$ cat src/rtl/instr_encode_loader.sv
// instr_encode_loader: re-encodes decoded RV32I fields into
// instruction words and streams them into instruction memory.
module instr_encode_loader #(
  parameter int ADDR_W    = 10,
  parameter int BASE_ADDR = 0
) (
  input  logic              CLK,
  input  logic              RSTN,
  input  logic              START,
  input  logic              IN_VALID,
  output logic              IN_READY,
  input  logic [6:0]        OPCODE,
  input  logic [2:0]        FUNCT3,
  input  logic [6:0]        FUNCT7,
  input  logic [4:0]        RS1,
  input  logic [4:0]        RS2,
  input  logic [4:0]        RD,
  input  logic [31:0]       IMM,
  output logic              MEM_WE,
  output logic [ADDR_W-1:0] MEM_ADDR,
  output logic [31:0]       MEM_WDATA,
  input  logic              MEM_READY,
  output logic              ERR,
  output logic [ADDR_W:0]   COUNT,
  output logic              FULL
);

  localparam logic [ADDR_W-1:0] BASE = ADDR_W'(BASE_ADDR);
  localparam logic [ADDR_W:0] CAP = {1'b1, {ADDR_W{1'b0}}};

  localparam logic [6:0] OP_LUI    = 7'b0110111;
  localparam logic [6:0] OP_AUIPC  = 7'b0010111;
  localparam logic [6:0] OP_JAL    = 7'b1101111;
  localparam logic [6:0] OP_JALR   = 7'b1100111;
  localparam logic [6:0] OP_LOAD   = 7'b0000011;
  localparam logic [6:0] OP_IMM    = 7'b0010011;
  localparam logic [6:0] OP_STORE  = 7'b0100011;
  localparam logic [6:0] OP_BRANCH = 7'b1100011;
  localparam logic [6:0] OP_REG    = 7'b0110011;

  typedef struct packed {
    logic [6:0]  opcode;
    logic [2:0]  funct3;
    logic [6:0]  funct7;
    logic [4:0]  rs1;
    logic [4:0]  rs2;
    logic [4:0]  rd;
    logic [31:0] imm;
  } fields_t;

  fields_t            s1_q;
  logic               s1_v;
  logic               s2_v;
  logic [31:0]        s2_word;
  logic [ADDR_W:0]    count;
  logic [ADDR_W:0]    count_nxt;
  logic [ADDR_W+1:0]  used;
  logic               live;
  logic               err_q;
  logic               full_q;
  logic [31:0]        enc_word;
  logic               enc_known;
  logic               is_shift;
  logic               wr_done;
  logic               s1_go;
  logic               room;
  logic               accept;

  // Re-encode the bundle held in S1 into its instruction word
  always_comb begin
    enc_word  = '0;
    enc_known = 1'b1;
    is_shift  = (s1_q.funct3 == 3'b001) ||
                (s1_q.funct3 == 3'b101);
    unique case (s1_q.opcode)
      OP_LUI, OP_AUIPC:
        enc_word = {s1_q.imm[31:12], s1_q.rd,
                    s1_q.opcode};
      OP_JAL:
        enc_word = {s1_q.imm[20], s1_q.imm[10:1],
                    s1_q.imm[11], s1_q.imm[19:12],
                    s1_q.rd, s1_q.opcode};
      OP_JALR, OP_LOAD:
        enc_word = {s1_q.imm[11:0], s1_q.rs1,
                    s1_q.funct3, s1_q.rd,
                    s1_q.opcode};
      OP_IMM:
        if (is_shift)
          enc_word = {s1_q.funct7, s1_q.rs2,
                      s1_q.rs1, s1_q.funct3,
                      s1_q.rd, s1_q.opcode};
        else
          enc_word = {s1_q.imm[11:0], s1_q.rs1,
                      s1_q.funct3, s1_q.rd,
                      s1_q.opcode};
      OP_STORE:
        enc_word = {s1_q.imm[11:5], s1_q.rs2,
                    s1_q.rs1, s1_q.funct3,
                    s1_q.imm[4:0], s1_q.opcode};
      OP_BRANCH:
        enc_word = {s1_q.imm[12], s1_q.imm[10:5],
                    s1_q.rs2, s1_q.rs1,
                    s1_q.funct3, s1_q.imm[4:1],
                    s1_q.imm[11], s1_q.opcode};
      OP_REG:
        enc_word = {s1_q.funct7, s1_q.rs2,
                    s1_q.rs1, s1_q.funct3,
                    s1_q.rd, s1_q.opcode};
      default:
        enc_known = 1'b0;
    endcase
  end

  // Handshake and capacity: a bad bundle always leaves S1,
  // a good one needs S2 empty or draining this cycle
  always_comb begin
    wr_done   = s2_v && MEM_READY && !START;
    s1_go     = s1_v && (!enc_known || !s2_v || wr_done);
    used      = {1'b0, count}
              + {{(ADDR_W+1){1'b0}}, s1_v}
              + {{(ADDR_W+1){1'b0}}, s2_v};
    room      = used < {1'b0, CAP};
    IN_READY  = live && !START && room &&
                (!s1_v || s1_go);
    accept    = IN_VALID && IN_READY;
    count_nxt = count + {{ADDR_W{1'b0}}, wr_done};
  end

  // Hold IN_READY low until the first edge out of reset
  always_ff @(posedge CLK or negedge RSTN) begin
    if (!RSTN) live <= 1'b0;
    else       live <= 1'b1;
  end

  // S1: capture accepted bundle, release when it moves on
  always_ff @(posedge CLK or negedge RSTN) begin
    if (!RSTN) begin
      s1_v <= 1'b0;
      s1_q <= '0;
    end else if (START) begin
      s1_v <= 1'b0;
    end else if (accept) begin
      s1_v <= 1'b1;
      s1_q <= '{opcode: OPCODE, funct3: FUNCT3,
                funct7: FUNCT7, rs1: RS1, rs2: RS2,
                rd: RD, imm: IMM};
    end else if (s1_go) begin
      s1_v <= 1'b0;
    end
  end

  // S2: hold the encoded word until memory takes it
  always_ff @(posedge CLK or negedge RSTN) begin
    if (!RSTN) begin
      s2_v    <= 1'b0;
      s2_word <= '0;
    end else if (START) begin
      s2_v <= 1'b0;
    end else if (s1_go && enc_known) begin
      s2_v    <= 1'b1;
      s2_word <= enc_word;
    end else if (wr_done) begin
      s2_v <= 1'b0;
    end
  end

  // Written-word count, sticky error and full flag
  always_ff @(posedge CLK or negedge RSTN) begin
    if (!RSTN) begin
      count  <= '0;
      err_q  <= 1'b0;
      full_q <= 1'b0;
    end else if (START) begin
      count  <= '0;
      err_q  <= 1'b0;
      full_q <= 1'b0;
    end else begin
      count  <= count_nxt;
      full_q <= (count_nxt == CAP);
      if (s1_v && !enc_known) err_q <= 1'b1;
    end
  end

  assign MEM_WE    = s2_v && !START;
  assign MEM_WDATA = s2_word;
  assign MEM_ADDR  = BASE + count[ADDR_W-1:0];
  assign COUNT     = count;
  assign ERR       = err_q;
  assign FULL      = full_q;

endmodule

$ cat config.mk
export PLATFORM = sky130hd
export DESIGN_NAME = instr_encode_loader
export DESIGN_NICKNAME = d
export VERILOG_FILES = /design/src/rtl/instr_encode_loader.sv
export SDC_FILE = /design/constraint.sdc
export NUM_CORES = 1
export LEC_CHECK = 0
export ABC_CLOCK_PERIOD_IN_PS = 4500
export BUFFER_PORTS_ARGS = -buffer_cell sky130_fd_sc_hd__buf_2
export CAP_MARGIN = 20
export CORE_MARGIN = 8
export CORE_UTILIZATION = 58
export CTS_BUF_LIST = sky130_fd_sc_hd__clkbuf_4
export CTS_CLUSTER_DIAMETER = 100
export DETAILED_ROUTE_END_ITERATION = 16
export HOLD_SLACK_MARGIN = 0.08
export PLACE_DENSITY = 0.85
export SLEW_MARGIN = 20
export SYNTH_ARGS = -nofsm -noshare
export SYNTH_HDL_FRONTEND = slang
export SYNTH_SLANG_ARGS = --single-unit
$ cat constraint.sdc
create_clock -name CLK -period 4.5 [get_ports CLK]
set_input_delay 0.9 -clock CLK [delete_from_list [all_inputs] [get_ports CLK]]
set_output_delay 0.9 -clock CLK [all_outputs]
set_load 0.01 [all_outputs]
==> metrics.md, run 1 <==
| Metric | Value |
|---|---|
| Slew margin rel. | 34.7% |
| Worst vdd ir | 0.186 mV |
| Clock sink count | 112 |
| Ports | 126 |
| Gp weighted congestion | 0.926 |
| Ranking of synthesized cells by area | dfrtp_1 53%, mux2_4 17%, nand2_1 3.1%, o21ai_0 2.9%, buf_12 2.3% |
| Tightest Pin Transition | 977 ps |
| First-pass GRT wire length | 20.0 mm |
| CTS tree | yes |
| Iteration-0 DRC Markers | 192 |
| CP max stage cell | dfrtp_1 |
| GRT Residual Overflow | 0 |
| Outcome | finished clean |
| Fin crit share | 70.2% |
| Critical path type | reg -> out |
| Syn_area_per_cell | 12.9 µm² |
| Final wirelength | 12.0 mm |
| Library cells used by synthesis | 55 |
| Post-CTS Hold Buffers | 0 |
| Final net count | 591 |
| Top delay family on crit path | simple AND/OR/NAND/NOR gates |
| PwrDens | 343 mW/mm² |
| Site row count | 34 |
| Largest family of logic cells by synthesized area | multiplexers |
| Cell count of the worst reg-to-reg path | 7 |
| Clk_skew | 27.5 ps |
| Worst-path cell chain | nand4bb_1 > a21oi_1 > o21a_2 > nor4_1 > buf_2 |
| Initial core utilization | 60.0% |
| Vias | 3589 |
| Pre-Repair DR Iteration Count | 4 |
| Reg2reg start | COUNT[0]$_DFF_PN0_ |
| Syn Nets | 481 |
| Post-synthesis mux area share | 18.6% |
| Clock Path Buffers | 2 |
| Layout fillers | 664 |
| Minimum clock period | 3160 ps |
| Die extent in y | 111 µm |
| Area delta synth->final | 13.2% |
| CP max FO | 9 |
| Warning count from the yosys run | 0 |
| # setup viols final | 0 |
| Slew Limit Fails | 0 |
| Clock latency at the later pin of the worst-skew pair | 480 ps |
| DR top layer | met4 |
| Dpl hpwl | 8.79 mm |
| Number of synthesized register bits | 112 |
| Num CTS Buffers | 9 |
| Ys flop type | dfrtp_1 |
| Vias in the first global route | 3892 |
| Root Buffer | clkbuf_4 |
| Mapped Cells | 409 |
| Post-synthesis compound-gate area fraction | 10.7% |
| Post-synth EDFFs | 0 |
| Share of cells above drive strength 1 | 42.4% |
| CTS HTree Levels | 3 |
| Routed wire per std cell | 19.0 µm |
| Post-synth top area cell | dfrtp_1 |
| Gates resized, CTS repair | 0 |
| Max-capacitance violation count | 0 |
| Die width | 111 µm |
| Max Freq | 0.316 GHz |
| Gr usage total | 19.7% |
| Post-CTS Setup Repair Bufs | 0 |
| Hold Fails Final Rpt | 0 |
| Pleak | 0.00293 µW |
| Drc violations | 0 |
| CP max stage delay | 580 ps |
| Core area | 0.00876 mm² |
| Metal2 WL | 6.12 mm |
| Clock slew at reported path FFs | 180 ps |
| Post-synthesis sequential area ratio | 53.3% |
| Routed metal-1 wirelength | 5.19 mm |
| Met3 wire length | 568 µm |
| Asr flop ratio synth | 100% |
| Total Neg Setup Slack | 0 ps |
| Die area | 0.0124 mm² |
| Vias per std cell | 5.67 |
| CP Launch Type | flop |
| Xor/xnor share of the synthesized area | 1.67% |
| CP endpoint kind | primary output |
| Reg2Reg Setup Slack | 1750 ps |
| Synth top area share | 53.3% |
| Adder-cell share of the synthesized area | 0.714% |
| I/O Buffers | 125 |
| RSZ-0062 raised after global routing | no |
| Worst Hold Class | in -> async |
| Core Util, Final | 67.9% |
| Worst EP required | 3600 ps |
| Crit path buf inv count | 1 |
| RR Endpoint | s1_q[50]$_DFFE_PN0P_ |
| Largest net degree at the start of global routing | 89 |
| Post-Synth Simple-Gate Area | 9.85% |
| Initial antenna violation count | 1 |
| Mapped cell area | 0.00526 mm² |
| Antenna Nets Post-Route | 0 |
| WP data arrival | 2260 ps |
## logic make-up (layout without fill, tap and decap cells)
group / count (synthesis) / after routing
AOI/OAI and AO/OA: 82 / 82
muxes: 67 / 67
and+or+nand+nor: 100 / 100
xor gates and xnor gates: 10 / 10
other: 1 / 2
buffers and inverters: 34 / 149
DFF: 112 / 112
adders and majority gates: 3 / 3
## synth_stat cells (2+ instances only)
| cell | number |
|---|---|
| mux2_2 | 5 |
| nand2_1 | 44 |
| dfrtp_1 | 112 |
| nand4b_1 | 2 |
| a22oi_1 | 13 |
| nor4_1 | 2 |
| and3_1 | 2 |
| inv_1 | 4 |
| nor3_1 | 2 |
| o31ai_1 | 3 |
| nand2b_1 | 4 |
| mux2_4 | 60 |
| buf_12 | 6 |
| a211o_1 | 2 |
| a222oi_1 | 10 |
| a211oi_1 | 4 |
| a21o_1 | 2 |
| nor2b_1 | 3 |
| or2_2 | 2 |
| nand3_1 | 5 |
| o21ai_0 | 30 |
| a21oi_1 | 6 |
| o21ai_1 | 2 |
| xor2_1 | 2 |
| buf_4 | 10 |
| clkbuf_1 | 10 |
| nor2_1 | 20 |
| buf_2 | 4 |
| mux2i_1 | 2 |
| ha_1 | 3 |
| and2_1 | 2 |
| xnor2_1 | 8 |
## power breakdown
part	total (µW)	internal (µW)	switching, µW
registers	1230	1130	102
clock network	461	119	342
logic	347	215	133
## placed cells by master (no fill, tap or decap), drive strengths merged, types with 3 or more instances in the layout
cell	n
nor2b	3
clkinv	3
a21oi	7
nand2	44
o31ai	3
a222oi	10
xnor2	8
ha	3
a211oi	4
nand2b	4
clkbuf	9
inv	6
nor2	21
a22oi	13
nor3	3
nand3	6
dfrtp	112
and3	3
o21ai	32
buf	129
mux2	65
## metal layers
metal,GRT usage (%),vias to the layer above
li1,-,1682
met1,25.2,1794
met2,32.1,102
met3,4.33,11
met4,7.20,0
met5,0,-
## how the worst max path moves through the flow
stage	startpoint	end	slack [ps]	cells after the start
final	s1_q[60]$_DFFE_PN0P_	IN_READY	1340	5
after global routing	s1_q[60]$_DFFE_PN0P_	IN_READY	1180	5
after CTS	s1_q[60]$_DFFE_PN0P_	IN_READY	1330	5
after detailed placement	START	s1_q[50]$_DFFE_PN0P_	1440	7
after global placement	START	s1_q[25]$_DFFE_PN0P_	1520	7
after floorplan	START	FULL$_DFF_PN0_	1780	11
## state kept, by name, indices dropped and copies added (netlist names)
| name | flops |
|---|---|
| s1_q | 64 |
| MEM_WDATA | 32 |
| COUNT | 11 |
| ERR | 1 |
| FULL | 1 |
| live | 1 |
| s1_v | 1 |
| s2_v | 1 |
## per-stage QoR
step	power [µW]	setup WS (ps)	std cells	area [µm²]	hold slack (ps)
5_1_grt	2140	1180	633	5950	469
6_report	2040	1340	633	5950	447
3_3_place_gp	1580	1520	616	5820	444
4_1_cts	2050	1330	632	5950	487
2_1_floorplan	1470	1780	409	5260	481
3_5_place_dp	1590	1440	616	5820	448
## layout make-up
type                            instances  area [µm²]  area share, %
Timing Repair Buffer                  129         674           11.3
Inverter                                4        15.0          0.252
Multi-Input combinational cell        263        2200           36.9
Sequential cell                       112        2800           47.1
Antenna cell                            1        2.50         0.0420
Tap cell                              108         135           2.27
Clock buffer                            9        67.6           1.13
Clock inverter                          7        57.6          0.967
(Power assumes the default switching activity.)
==> run 2, diff against run 1 <==
--- a/config.mk
+++ b/config.mk
@@ -5,16 +5,17 @@
 export SDC_FILE = /design/constraint.sdc
 export NUM_CORES = 1
 export LEC_CHECK = 0
-export ABC_CLOCK_PERIOD_IN_PS = 4500
+export ABC_AREA = 1
+export ABC_CLOCK_PERIOD_IN_PS = 3300
 export BUFFER_PORTS_ARGS = -buffer_cell sky130_fd_sc_hd__buf_2
 export CAP_MARGIN = 20
 export CORE_MARGIN = 8
-export CORE_UTILIZATION = 58
+export CORE_UTILIZATION = 56
 export CTS_BUF_LIST = sky130_fd_sc_hd__clkbuf_4
 export CTS_CLUSTER_DIAMETER = 100
 export DETAILED_ROUTE_END_ITERATION = 16
 export HOLD_SLACK_MARGIN = 0.08
-export PLACE_DENSITY = 0.85
+export PLACE_DENSITY = 0.82
 export SLEW_MARGIN = 20
 export SYNTH_ARGS = -nofsm -noshare
 export SYNTH_HDL_FRONTEND = slang
==> constraint.sdc (replaced) <==
create_clock -name CLK -period 3.3 [get_ports CLK]
set_input_delay 0.66 -clock CLK [delete_from_list [all_inputs] [get_ports CLK]]
set_output_delay 0.66 -clock CLK [all_outputs]
set_load 0.01 [all_outputs]
==> metrics.md, run 2 <==
| Metric | Value |
|---|---|
| Post-synthesis sequential area ratio | 50.2% (was 53.3%) |
| Worst Hold Class | in -> async (unchanged) |
| Mapped cell area | 0.00559 mm² (was 0.00526 mm²) |
| CP max FO | 6 (was 9) |
| Antenna Nets Post-Route | 0 (unchanged) |
| Total Neg Setup Slack | 0 ps (unchanged) |
| Cell count of the worst reg-to-reg path | 12 (was 7) |
| Final net count | 897 (was 591) |
| Initial core utilization | 57.4% (was 60.0%) |
| CTS HTree Levels | 3 (unchanged) |
| Core area | 0.00973 mm² (was 0.00876 mm²) |
| Drc violations | 0 (unchanged) |
| Post-CTS Setup Repair Bufs | 0 (unchanged) |
| Logic pwr share | 13.3% (was 17.0%) |
| Reg2reg start | s2_v$_DFFE_PN0P_ (was COUNT[0]$_DFF_PN0_) |
| PwrDens | 452 mW/mm² (was 343 mW/mm²) |
| Max Freq | 0.367 GHz |
| Setup WS post-layout | 575 ps (was 1340 ps) |
| Most common cell in the netlist | nand2_1 (was dfrtp_1) |
| Gr usage total | 23.4% (was 19.7%) |
| Fin crit share | 82.6% |
| Root Buffer | clkbuf_4 (unchanged) |
| Slew Limit Fails | 0 (unchanged) |
| Max FFs per register | 64 (unchanged) |
| Clock Path Buffers | 2 (unchanged) |
| Internal | 2060 µW (was 1460 µW) |
| Critical path type | reg -> out (unchanged) |
| Sw frac | 28.3% (about the same) |
| Ranking of synthesized cells by area | dfrtp_1 50%, nand2_1 23%, nand4_1 7.9%, inv_1 2.9%, nand3_1 2.9% (was dfrtp_1 53%, mux2_4 17%, nand2_1 3.1%, o21ai_0 2.9%, buf_12 2.3%) |
| Warning count from the yosys run | 0 (unchanged) |
| Area delta synth->final | 13.7% (was 13.2%) |
| Clock slew at reported path FFs | 150 ps (was 180 ps) |
| Register name with the most flops | s1_q (unchanged) |
| Ant diodes | 0 (was 1) |
| Gp weighted congestion | 0.916 (was 0.926) |
| Sequential share of power | 57.2% (was 60.4%) |
| Vias in the first global route | 5006 (was 3892) |
| RSZ-0062 raised after global routing | no (unchanged) |
| Gates resized, CTS repair | 0 (unchanged) |
| Hold Fails Final Rpt | 0 (unchanged) |
| Max-capacitance violation count | 0 (unchanged) |
| Die area | 0.0134 mm² (was 0.0124 mm²) |
| Clock sink count | 112 (unchanged) |
| Largest net degree at the start of global routing | 65 (was 89) |
| Post-synth EDFFs | 0 (unchanged) |
| I/O Buffers | 125 (unchanged) |
| CP endpoint kind | primary output (unchanged) |
| Iteration-0 DRC Markers | 400 (was 192) |
| Post-CTS Hold Buffers | 0 (unchanged) |
| # setup viols final | 0 (unchanged) |
| Psw | 811 µW (was 577 µW) |
| RR Endpoint | FULL$_DFF_PN0_ (was s1_q[50]$_DFFE_PN0P_) |
| Slew margin rel. | 52.8% (was 34.7%) |
| Reg2Reg Setup Slack | 1120 ps (was 1750 ps) |
| Syn_area_per_cell | 7.69 µm² (was 12.9 µm²) |
| Site row count | 36 (was 34) |
| Pre-Repair DR Iteration Count | 5 (was 4) |
| Worst vdd ir | 0.251 mV (was 0.186 mV) |
| Ports | 126 (unchanged) |
| Share of cells above drive strength 1 | 19.6% (was 42.4%) |
| Asr flop ratio synth | 100% (unchanged) |
| Routed wire per std cell | 15.6 µm (was 19.0 µm) |
| Clock latency at the later pin of the worst-skew pair | 480 ps (about the same) |
| Post-synth top area cell | dfrtp_1 (unchanged) |
| Tightest Pin Transition | 708 ps (was 977 ps) |
| Dpl hpwl | 11.3 mm (was 8.79 mm) |
| Vias | 5188 (was 3589) |
| Post-Place Setup Slack | 723 ps (was 1440 ps) |
| Die extent in y | 116 µm (was 111 µm) |
| Worst EP required | 2640 ps (was 3600 ps) |
| First-pass GRT wire length | 24.8 mm (was 20.0 mm) |
| Minimum clock period | 2720 ps |
| Most common cell after layout, fill and taps aside | nand2_1 (was buf_2) |
| Number of synthesized register bits | 112 (unchanged) |
| Vias per std cell | 5.39 (was 5.67) |
| Outcome | finished clean (unchanged) |
| Synth top area share | 50.2% (was 53.3%) |
| Post-synth top cells | 335 x nand2_1, 112 x dfrtp_1, 71 x nand4_1 (was 112 x dfrtp_1, 60 x mux2_4, 44 x nand2_1) |
| Clk_skew | 24.4 ps (was 27.5 ps) |
| Library cells used by synthesis | 27 (was 55) |
| Most frequent cells in the layout | 335 x nand2_1, 124 x buf_2, 112 x dfrtp_1 (was 124 x buf_2, 112 x dfrtp_1, 60 x mux2_4) |
| Ys flop type | dfrtp_1 (unchanged) |
| Pleak | 0.00367 µW (was 0.00293 µW) |
| GRT Residual Overflow | 0 (unchanged) |
| CTS tree | yes (unchanged) |
| Initial antenna violation count | 0 (was 1) |
| Syn Nets | 799 (was 481) |
| Die width | 116 µm (was 111 µm) |
| Mapped Cells | 727 (was 409) |
| WP data arrival | 2060 ps (was 2260 ps) |
| Final wirelength | 15.0 mm (was 12.0 mm) |
| CP Launch Type | flop (unchanged) |
| Clock power share | 29.5% (was 22.6%) |
| Num CTS Buffers | 9 (unchanged) |
==> run 2: changes by cell type in the layout (fill, tap and decap cells not counted), moves of 4 or more <==
cell      before  now
nor2_1        20   39
nand2b_1       4    0
buf_4          3    7
o21ai_0       30   17
nand2_1       44  335
a222oi_1      10    0
nand4_1        1   71
mux2_4        60    0
mux2_2         5    0
nand3_1        5   32
inv_1          4   43
a22oi_1       13    0
xnor2_1        8    1
==> run 2: worst max path at each step <==
| stage | from | cells after the start | end |
|---|---|---|---|
| detailed placement | START | 12 | FULL$_DFF_PN0_ |
| finish | s1_q[61]$_DFFE_PN0P_ | 7 | IN_READY |
| floorplan | START | 7 | IN_READY |
| global route | s1_q[61]$_DFFE_PN0P_ | 7 | IN_READY |
| CTS | s1_q[60]$_DFFE_PN0P_ | 8 | IN_READY |
| global placement | START | 12 | FULL$_DFF_PN0_ |
==> run 2: final cells by class <==
type | instances | area [µm²]
clock buffers | 11 | 82.6
repair buffers | 133 | 713
clock inverters | 5 | 104
inverters | 46 | 173
well taps | 133 | 166
fillers | 890 | 3380
flip-flops and latches | 112 | 2800
multi-input cells | 523 | 2310
==> run 2: logic make-up after synthesis <==
| kind of cell | synth area share [%] |
|---|---|
| buffers and inverters | 8.64 |
| AND/OR/NAND/NOR | 37.9 |
| adder cells (fa/ha/maj) | 0.672 |
| AO/OA/AOI/OAI | 2.24 |
| XOR/XNOR | 0.314 |
| flip-flops | 50.2 |
| other | 0.0671 |
==> run 2: stage by stage <==
step / util [%] / instance area [µm²] / power (µW) / std cells / hold slack (ps)
6_report: 65.3 / 6350 / 2870 / 963 / 207
5_1_grt: 65.3 / 6350 / 3010 / 963 / 244
4_1_cts: 65.3 / 6350 / 2870 / 963 / 222
3_5_place_dp: 63.4 / 6160 / 2050 / 947 / 451
3_3_place_gp: 63.4 / 6160 / 2030 / 947 / 451
2_1_floorplan: - / 5590 / 1870 / 727 / 364
==> run 2: critical path, cell delays in order, from the launching register on <==
cell	delay, ps
dfrtp_1	500
inv_2	80
nor2_1	220
nand2_1	210
nand3_2	170
nand2_2	90
and2_1	180
buf_2	150
==> run 2: power by group through the flow <==
stage	Clock (µW)	Sequential, µW	Combinational, µW
after floorplan	0	1620	245
after global placement	0	1660	370
after detailed placement	0	1660	384
after CTS	851	1640	385
after global routing	908	1660	442
final	845	1640	382
==> run 2: per-layer routing <==
metal	wire, µm	vias to the layer above	GRT usage (%)
li1	-	2516	-
met1	7030	2453	33.1
met2	6660	204	35.5
met3	1120	15	4.79
met4	182	0	6.74
met5	0	-	0
==> run 3, diff against run 2 <==
--- a/config.mk
+++ b/config.mk
@@ -6,16 +6,16 @@
 export NUM_CORES = 1
 export LEC_CHECK = 0
 export ABC_AREA = 1
-export ABC_CLOCK_PERIOD_IN_PS = 3300
+export ABC_CLOCK_PERIOD_IN_PS = 2490
 export BUFFER_PORTS_ARGS = -buffer_cell sky130_fd_sc_hd__buf_2
 export CAP_MARGIN = 20
 export CORE_MARGIN = 8
-export CORE_UTILIZATION = 56
+export CORE_UTILIZATION = 51
 export CTS_BUF_LIST = sky130_fd_sc_hd__clkbuf_4
 export CTS_CLUSTER_DIAMETER = 100
 export DETAILED_ROUTE_END_ITERATION = 16
 export HOLD_SLACK_MARGIN = 0.08
-export PLACE_DENSITY = 0.82
+export PLACE_DENSITY = 0.79
 export SLEW_MARGIN = 20
 export SYNTH_ARGS = -nofsm -noshare
 export SYNTH_HDL_FRONTEND = slang
==> constraint.sdc (replaced) <==
create_clock -name CLK -period 2.49 [get_ports CLK]
set_input_delay 0.498 -clock CLK [delete_from_list [all_inputs] [get_ports CLK]]
set_output_delay 0.498 -clock CLK [all_outputs]
set_load 0.01 [all_outputs]
==> metrics.md, run 3 (synthesis gave the netlist of run 2 again) <==
| Metric | Value |
|---|---|
| Most frequent cells in the layout | 333 x nand2_1, 124 x buf_2, 108 x dfrtp_1 (was 335 x nand2_1, 124 x buf_2, 112 x dfrtp_1) |
| Die area | 0.0146 mm² (was 0.0134 mm²) |
| First-pass GRT wire length | 23.7 mm (was 24.8 mm) |
| Share of cells above drive strength 1 | 22.1% (was 19.6%) |
| # setup viols final | 0 (unchanged) |
| Max-capacitance violation count | 0 (unchanged) |
| Reg area | 0.00281 mm² (was 0.00280 mm²) |
| Ant diodes | 0 (unchanged) |
| Dpl cells | 958 (was 947) |
| Worst-path cell chain | nand3_1 > nor2_4 > inv_1 > nand3_2 > nand2_4 > and2_4 > buf_2 (was inv_2 > nor2_1 > nand2_1 > nand3_2 > nand2_2 > and2_1 > buf_2) |
| Register name with the most flops | s1_q (unchanged) |
| CTS tree | yes (unchanged) |
| Final net count | 910 (was 897) |
| RSZ-0062 raised after global routing | no (unchanged) |
| Site row count | 38 (was 36) |
| Most common cell after layout, fill and taps aside | nand2_1 (unchanged) |
| Vias | 5056 (was 5188) |
| Dpl hpwl | 10.7 mm (was 11.3 mm) |
| Num CTS Buffers | 9 (unchanged) |
| I/O Buffers | 125 (unchanged) |
| Max FFs per register | 64 (unchanged) |
| Clock latency at the later pin of the worst-skew pair | 460 ps (was 480 ps) |
| Die extent in y | 121 µm (was 116 µm) |
| PwrDens | 539 mW/mm² (was 452 mW/mm²) |
| Reg2Reg Setup Slack | 390 ps (was 1120 ps) |
| CTS HTree Levels | 3 (unchanged) |
| Crit path buf inv count | 2 (unchanged) |
| Outcome | finished clean (unchanged) |
| Largest net degree at the start of global routing | 65 (unchanged) |
| Layout Cells excl Fill | 982 (was 963) |
| Die width | 121 µm (was 116 µm) |
| CP max FO | 8 (was 6) |
| Clock sink count | 112 (unchanged) |
| Antenna Nets Post-Route | 0 (unchanged) |
| Slew Limit Fails | 0 (unchanged) |
| Root Buffer | clkbuf_4 (unchanged) |
| Clock slew at reported path FFs | 150 ps (about the same) |
| Initial core utilization | 52.0% (was 57.4%) |
| Vias per std cell | 5.15 (was 5.39) |
| Area delta synth->final | 15.2% (was 13.7%) |
| Pre-Repair DR Iteration Count | 5 (unchanged) |
| Core area | 0.0107 mm² (was 0.00973 mm²) |
| Clk_skew | 16.3 ps (was 24.4 ps) |
| Ports | 126 (unchanged) |
| Slew margin rel. | 56.3% (was 52.8%) |
| Iteration-0 DRC Markers | 400 (unchanged) |
| CP Launch Type | flop (unchanged) |
| Max Freq | 0.420 GHz |
| Pleak | 0.00371 µW (was 0.00367 µW) |
| Layout fillers | 1068 (was 890) |
| CP endpoint kind | primary output (unchanged) |
| Total Neg Setup Slack | 0 ps (unchanged) |
| WP data arrival | 1880 ps (was 2060 ps) |
| Worst vdd ir | 0.255 mV (was 0.251 mV) |
| CP max stage cell | dfrtp_1 (unchanged) |
| Worst EP required | 1990 ps (was 2640 ps) |
| Clock Path Buffers | 2 (unchanged) |
| GRT Residual Overflow | 0 (unchanged) |
| Multi-input combinational cell area | 0.00235 mm² (was 0.00231 mm²) |
| CP max stage delay | 480 ps (was 500 ps) |
| Tightest Pin Transition | 655 ps (was 708 ps) |
| Minimum clock period | 2380 ps |
| Gp weighted congestion | 0.927 (was 0.916) |
| Fin crit share | 95.6% |
| Initial antenna violation count | 0 (unchanged) |
| Critical path type | reg -> out (unchanged) |
| Worst Hold Class | in -> reg (was in -> async) |
| Final wirelength | 14.5 mm (was 15.0 mm) |
| Vias in the first global route | 4741 (was 5006) |
| Gr usage total | 20.0% (was 23.4%) |
| Drc violations | 0 (unchanged) |
| Top delay family on crit path | simple AND/OR/NAND/NOR gates (unchanged) |
| Hold Fails Final Rpt | 0 (unchanged) |
| Routed wire per std cell | 14.8 µm (was 15.6 µm) |
run 3: final timing paths:
check / depth (start not counted) / from / end
min: 2 / MEM_READY / s2_v$_DFFE_PN0P_
min in group asynchronous: 2 / RSTN / s1_v$_DFFE_PN0P_
max in group asynchronous: 3 / RSTN / MEM_WDATA[24]$_DFFE_PN0P_
min reg2reg: 1 / MEM_WDATA[1]$_DFFE_PN0P_ / MEM_WDATA[1]$_DFFE_PN0P_
max: 7 / s1_q[59]$_DFFE_PN0P_ / IN_READY
max reg2reg: 12 / s2_v$_DFFE_PN0P_ / FULL$_DFF_PN0_
run 3: what timing repair did:
action                                  4_1_cts  5_1_grt
hold buffers                                  1        0
endpoints found under the hold margin        23        0
setup buffers                                 5        3
pin swaps                                     1        1
endpoints found under the setup margin        1        1
resized for setup                             7       10
run 3: layout make-up:
cell class                 count  share of cell area [%]
clock buffer                   9                    1.05
clock inverter                 6                   0.583
inverter                      46                    2.68
multi-input combinational    523                    36.5
sequential                   112                    43.6
tap                          140                    2.72
timing repair buffer         146                    12.8
run 3: layer usage:
| layer | share of wire (%) | global-route usage (%) | vias up |
|---|---|---|---|
| li1 | - | - | 2549 |
| met1 | 48 | 28.8 | 2339 |
| met2 | 44 | 29.4 | 154 |
| met3 | 6.5 | 4.43 | 14 |
| met4 | 1.4 | 6.32 | 0 |
| met5 | 0 | 0 | - |
run 3: stage by stage:
step | utilization (%) | setup slack, ps | hold WS [ps] | power, µW | cell area, µm²
after CTS | 59.4 | 36.8 | 219 | 3480 | 6390
after global placement | 57.8 | 368 | 425 | 2690 | 6220
after detailed placement | 57.8 | 310 | 428 | 2710 | 6220
after global routing | 59.9 | 7.80 | 242 | 3670 | 6440
final | 59.9 | 111 | 235 | 3470 | 6440
after floorplan | - | 465 | 202 | 2480 | 5590
run 3: where the power goes:
group / switching (µW) / internal, µW
Clock: 574 / 196
Combinational: 341 / 205
Sequential: 145 / 2010
